## config.mk

```make
export PLATFORM = sky130hd
export DESIGN_NAME = float_adder_arbiter
export DESIGN_NICKNAME = d
export VERILOG_FILES = /design/src/rtl/float_adder_arbiter.sv
export SDC_FILE = /design/constraint.sdc
export NUM_CORES = 1
export LEC_CHECK = 0
export BUFFER_PORTS_ARGS = -buffer_cell sky130_fd_sc_hd__buf_2
export CORE_AREA = 2 2 156 158
export DETAILED_ROUTE_END_ITERATION = 12
export DIE_AREA = 0 0 158 160
export HOLD_SLACK_MARGIN = 0.15
export RECOVER_POWER = 100
export SYNTH_ARGS = -nofsm -noshare
export SYNTH_HDL_FRONTEND = slang
export SYNTH_SLANG_ARGS = --single-unit
```

## constraint.sdc

```tcl
create_clock -name Clock -period 3.3 [get_ports Clock]
set_input_delay 0.66 -clock Clock [delete_from_list [all_inputs] [get_ports Clock]]
set_output_delay 0.66 -clock Clock [all_outputs]
set_load 0.02 [all_outputs]
```

## src/rtl/float_adder_arbiter.sv

```systemverilog
// Round-robin front end that time-shares one FloatAdder among NUM_REQ clients.
// One op in flight: grant, pulse InputValid, wait for ResultValid (or time out), respond.
module float_adder_arbiter #(
    parameter int NUM_REQ = 4,
    parameter int ID_W    = $clog2(NUM_REQ),
    parameter int MIN_LAT = 2,
    parameter int MAX_LAT = 64
) (
    input  logic                     Clock,
    input  logic                     ResetN,
    input  logic [NUM_REQ-1:0]       ReqValid,
    output logic [NUM_REQ-1:0]       ReqReady,
    input  logic [NUM_REQ-1:0][31:0] ReqOp1,
    input  logic [NUM_REQ-1:0][31:0] ReqOp2,
    output logic                     RspValid,
    input  logic                     RspReady,
    output logic [31:0]              RspResult,
    output logic [ID_W-1:0]          RspId,
    output logic                     RspErr,
    output logic [31:0]              AddOp1,
    output logic [31:0]              AddOp2,
    output logic                     AddInValid,
    input  logic [31:0]              AddResult,
    input  logic                     AddResultValid,
    output logic                     Busy
);
    localparam int          CNT_W = $clog2(MAX_LAT + 1);
    localparam logic [31:0] QNAN  = 32'h7FC0_0000;

    typedef enum logic [1:0] {S_IDLE, S_ISSUE, S_WAIT, S_RESP} state_e;

    state_e           state_q;
    logic [ID_W-1:0]  ptr_q, id_q, gnt_idx, scan_idx;
    logic             gnt_vld;
    logic [CNT_W-1:0] cnt_q;
    logic [31:0]      op1_q, op2_q, rsp_result_q;
    logic [ID_W-1:0]  rsp_id_q;
    logic             rsp_valid_q, rsp_err_q, add_in_valid_q, busy_q;

    // Scan from the farthest offset down so the nearest requester after ptr wins.
    always_comb begin
        gnt_vld  = 1'b0;
        gnt_idx  = '0;
        scan_idx = '0;
        for (int k = NUM_REQ - 1; k >= 0; k--) begin
            scan_idx = ID_W'((int'(ptr_q) + k) % NUM_REQ);
            if (ReqValid[scan_idx]) begin
                gnt_vld = 1'b1;
                gnt_idx = scan_idx;
            end
        end
    end

    always_comb begin
        ReqReady = '0;
        if (ResetN && state_q == S_IDLE && gnt_vld)
            ReqReady[gnt_idx] = 1'b1;
    end

    always_ff @(posedge Clock or negedge ResetN) begin
        if (!ResetN) begin
            state_q        <= S_IDLE;
            ptr_q          <= '0;
            id_q           <= '0;
            cnt_q          <= '0;
            op1_q          <= '0;
            op2_q          <= '0;
            rsp_result_q   <= '0;
            rsp_id_q       <= '0;
            rsp_valid_q    <= 1'b0;
            rsp_err_q      <= 1'b0;
            add_in_valid_q <= 1'b0;
            busy_q         <= 1'b0;
        end else begin
            add_in_valid_q <= 1'b0;
            case (state_q)
                S_IDLE: begin
                    if (gnt_vld) begin
                        op1_q          <= ReqOp1[gnt_idx];
                        op2_q          <= ReqOp2[gnt_idx];
                        id_q           <= gnt_idx;
                        ptr_q          <= (gnt_idx == ID_W'(NUM_REQ - 1)) ? '0 : gnt_idx + 1'b1;
                        add_in_valid_q <= 1'b1;
                        busy_q         <= 1'b1;
                        state_q        <= S_ISSUE;
                    end
                end
                S_ISSUE: begin
                    cnt_q   <= '0;
                    state_q <= S_WAIT;
                end
                S_WAIT: begin
                    // ResultValid is a level that is still high from the previous op
                    // until the adder wakes up, so the first MIN_LAT cycles are blind.
                    if (cnt_q >= CNT_W'(MIN_LAT) && AddResultValid) begin
                        rsp_result_q <= AddResult;
                        rsp_err_q    <= 1'b0;
                        rsp_id_q     <= id_q;
                        rsp_valid_q  <= 1'b1;
                        state_q      <= S_RESP;
                    end else if (cnt_q == CNT_W'(MAX_LAT - 1)) begin
                        rsp_result_q <= QNAN;
                        rsp_err_q    <= 1'b1;
                        rsp_id_q     <= id_q;
                        rsp_valid_q  <= 1'b1;
                        state_q      <= S_RESP;
                    end else begin
                        cnt_q <= cnt_q + 1'b1;
                    end
                end
                S_RESP: begin
                    if (RspReady) begin
                        rsp_valid_q <= 1'b0;
                        busy_q      <= 1'b0;
                        state_q     <= S_IDLE;
                    end
                end
                default: state_q <= S_IDLE;
            endcase
        end
    end

    assign AddOp1     = op1_q;
    assign AddOp2     = op2_q;
    assign AddInValid = add_in_valid_q;
    assign RspValid   = rsp_valid_q;
    assign RspResult  = rsp_result_q;
    assign RspId      = rsp_id_q;
    assign RspErr     = rsp_err_q;
    assign Busy       = busy_q;

endmodule
```

==> impl_results.md <==
* Status: finished, final reports clean
* Arrival time at the worst endpoint at 2.31 ns
* Period utilisation layout at 0.899
* Share of synthesized flip-flops with an asynchronous set or reset at 1.00
* IO Pins at roughly 400
* Worst Hold Class: in -> reg
* Final setup vio count at 0
* Via density at 5.12
* Fin. Hold Viols at 0
* Initial DRT Pass Iterations at 5
* Worst Setup End Kind: output pin
* Startpoint types: primary input
* Post-synthesis cell area at around 0.0068 sq mm
* CP max stage delay at 0.54 ns
* Setup TNS at 0 ns
* Max cap viols at 0
* Aggregate global routing overflow at 0
* Clock tree buffer depth at 2
* Die area at 0.0253 sq mm
* Post-synth top cells: dfrtp_1, mux2i_1, nand2_1
* WS Path Type: in -> out
* Die height at 160 microns
* Vias in the first global route at roughly 7,100
* Placed inst area at 0.00904 sq mm
* Initial antenna violation count at 2
* First-pass GRT wire length at 38,900 microns
* Area taken by multi-input logic gates at 0.00351 sq mm
* Power density cells at 911 mW/mm^2
* Final Max Tran Viols at 0
* DP HPWL at 18,000 microns
* RSZ-0062 raised after global routing: false
* Wirelength per Cell at 18.5 microns
* Initial Util at 0.285
* Total track usage at 0.198
* Sequential share of the synthesized area at 0.423
* DRT antenna net count at 0
* # fillers at roughly 2,500
* Area contributors post-synth: dfrtp_1, mux2i_1, a211oi_1
* Slew HR at 0.162
* Synthesized area per cell at slightly above 10 sq um
* Clk root buf: clkbuf_16
* CTS Sinks at 115
* Final Critical Period at 2.97 ns
* Drt total wl at 25,400 microns
* Synth area leader: dfrtp_1
* Drt drc at 0
* Num rows at 57
* Skew final at 0.0113 ns
* CTS tree: done
* Synth unique cells at 45
* Vias at between 7,000 and 8,000
* Worst slew pin tran at 1.26 ns
* Layout Nets at 1,345
* Die Wd at 158 microns
* Leak pwr at 4.44 nW
* Mapped Cells at 672
* Slowest CP cell: nor4_1
* Highest Clock Rate at between 300 and 400 MHz
* Yosys reg bits at 115
* CTS buffer count at 17
* Total chip power at 0.00865 W
* Critical Path RT at 2.64 ns
* Synth warn at 0
* Core Util, Final at 0.399
* Layout cells sized above 1 at 0.341
* Mapped Nets at 978
* FF/Latch Area at 0.00288 sq mm
* Cell mode on critical path: clkbuf_1
* Most frequent cell after synthesis: dfrtp_1
* Cell Chain, Critical Path: clkbuf_1, nor4_1, nand2b_2, inv_2, and3_1, clkbuf_1
* Starting DRT DRC Count at around 430
* Prevailing post-synth register cell: dfrtp_1
* Clock latency on the worst-skew pair at roughly 0.4 ns
* Worst-path fanout max at 34
* CTS clk-pin slew, worst paths at 0.06 ns
* Placed insts at ~1,300
* Htree depth at 4
* Share of the synthesized area in the top cell type at 0.423
* Largest net degree at the start of global routing at 72
* P&R area growth vs syn at 39.8%
* VDD IR-drop max at 0.393 mV
* Final non-filler cell total at 1,377
* Fin area at 0.00950 sq mm
* Gp weighted congestion at 0.811
* Core area at between 0.02 and 0.025 sq mm
* Number of flops mapped to enable cells by yosys at 0
* Port Buffers at 401
-- cell usage in the layout (no fill, tap or decap), drive strengths merged, types with 2 or more instances in the layout --
| cell type | netlist | final |
|---|---|---|
| nand3 | 8 | 8 |
| mux2 | 7 | 7 |
| o41ai | 2 | 2 |
| nor2b | 3 | 3 |
| and2 | 5 | 5 |
| bufinv | 0 | 4 |
| nand2b | 5 | 5 |
| nor2 | 27 | 27 |
| buf | 22 | 308 |
| dfrtp | 115 | 115 |
| a21oi | 8 | 8 |
| a211oi | 48 | 48 |
| and4 | 24 | 24 |
| clkbuf | 49 | 128 |
| mux2i | 61 | 61 |
| o22a | 9 | 9 |
| inv | 10 | 12 |
| o31ai | 43 | 43 |
| a221o | 4 | 4 |
| nor3 | 2 | 2 |
| ha | 10 | 10 |
| nand2 | 50 | 50 |
| o21ai | 5 | 5 |
| nand4 | 41 | 41 |
| a22o | 25 | 25 |
| o211ai | 39 | 39 |
| and3 | 4 | 4 |
| clkinv | 0 | 7 |
| a21o | 37 | 37 |
-- per-stage QoR --
stage / setup WS, ns / hold WS (ns)
4_1_cts: 0.413 / 0.443
5_1_grt: 0.201 / 0.454
3_5_place_dp: 0.381 / 0.466
2_1_floorplan: 0.419 / 0.364
3_3_place_gp: 0.411 / 0.456
6_report: 0.335 / 0.464
-- where the power goes --
part | leakage (nW) | total [W] | internal [W] | switching, W
clock | 0.305 | 0.00201 | 0.00128 | 0.000733
combinational | 2.74 | 0.00416 | 0.00145 | 0.00271
sequential | 1.39 | 0.00248 | 0.00208 | 0.000397
-- cell families after synthesis --
| group | count (synthesis) | share of synthesized area |
|---|---|---|
| buf+inv | 81 | 0.0589 |
| mux | 68 | 0.101 |
| simple gates | 173 | 0.142 |
| fa+ha+maj | 10 | 0.0184 |
| compound gates | 225 | 0.255 |
| flops | 115 | 0.423 |
-- metal layers --
metal,vias to the layer above,share of wire,GRT usage
met3,37,0.084,0.0475
met4,2,0.018,0.0647
li1,3339,-,-
met5,-,0.00051,0
met1,3325,0.42,0.252
met2,350,0.48,0.328
-- registers in the layout, indices dropped and copies added (netlist names), 2 cells and up --
signal / count
RspResult: 32
AddOp1: 32
AddOp2: 32
state_q: 2
cnt_q: 7
RspId: 2
id_q: 2
ptr_q: 2
-- worst paths after layout --
kind	startpoint	endpoint	slack, ns	cells past startpoint
setup / recovery	ReqValid[1]	ReqReady[1]	0.33	6
hold / removal	AddResult[27]	RspResult[27]	0.46	2
setup reg to reg	cnt_q[3]	RspId[1]	0.44	5
hold reg to reg	id_q[0]	id_q[0]	0.47	2
max in group asynchronous	ResetN	AddOp1[1]	1.19	3
min in group asynchronous	ResetN	ptr_q[0]	0.68	2
-- cell type report --
type / count / share of cell area
Antenna cell: 1 / 0.000263
Clock buffer: 18 / 0.0452
Clock inverter: 14 / 0.0213
Inverter: 10 / 0.00421
Multi-Input combinational cell: 476 / 0.370
Sequential cell: 115 / 0.303
Tap cell: 324 / 0.0427
Timing Repair Buffer: 419 / 0.214
-- repair_timing --
action	4_1_cts	5_1_grt
setup endpoints to repair	0	0
gates resized for setup	0	0
hold buffers	1	0
buffers inserted	0	0
hold endpoints to repair	1	0
-- worst max-delay path: cells and delay by family --
| kind | cells | cell delay [ns] |
|---|---|---|
| simple gates | 3 | 1.08 |
| buf+inv | 3 | 0.55 |
No activity file was read; power rests on OpenSTA's default activity.
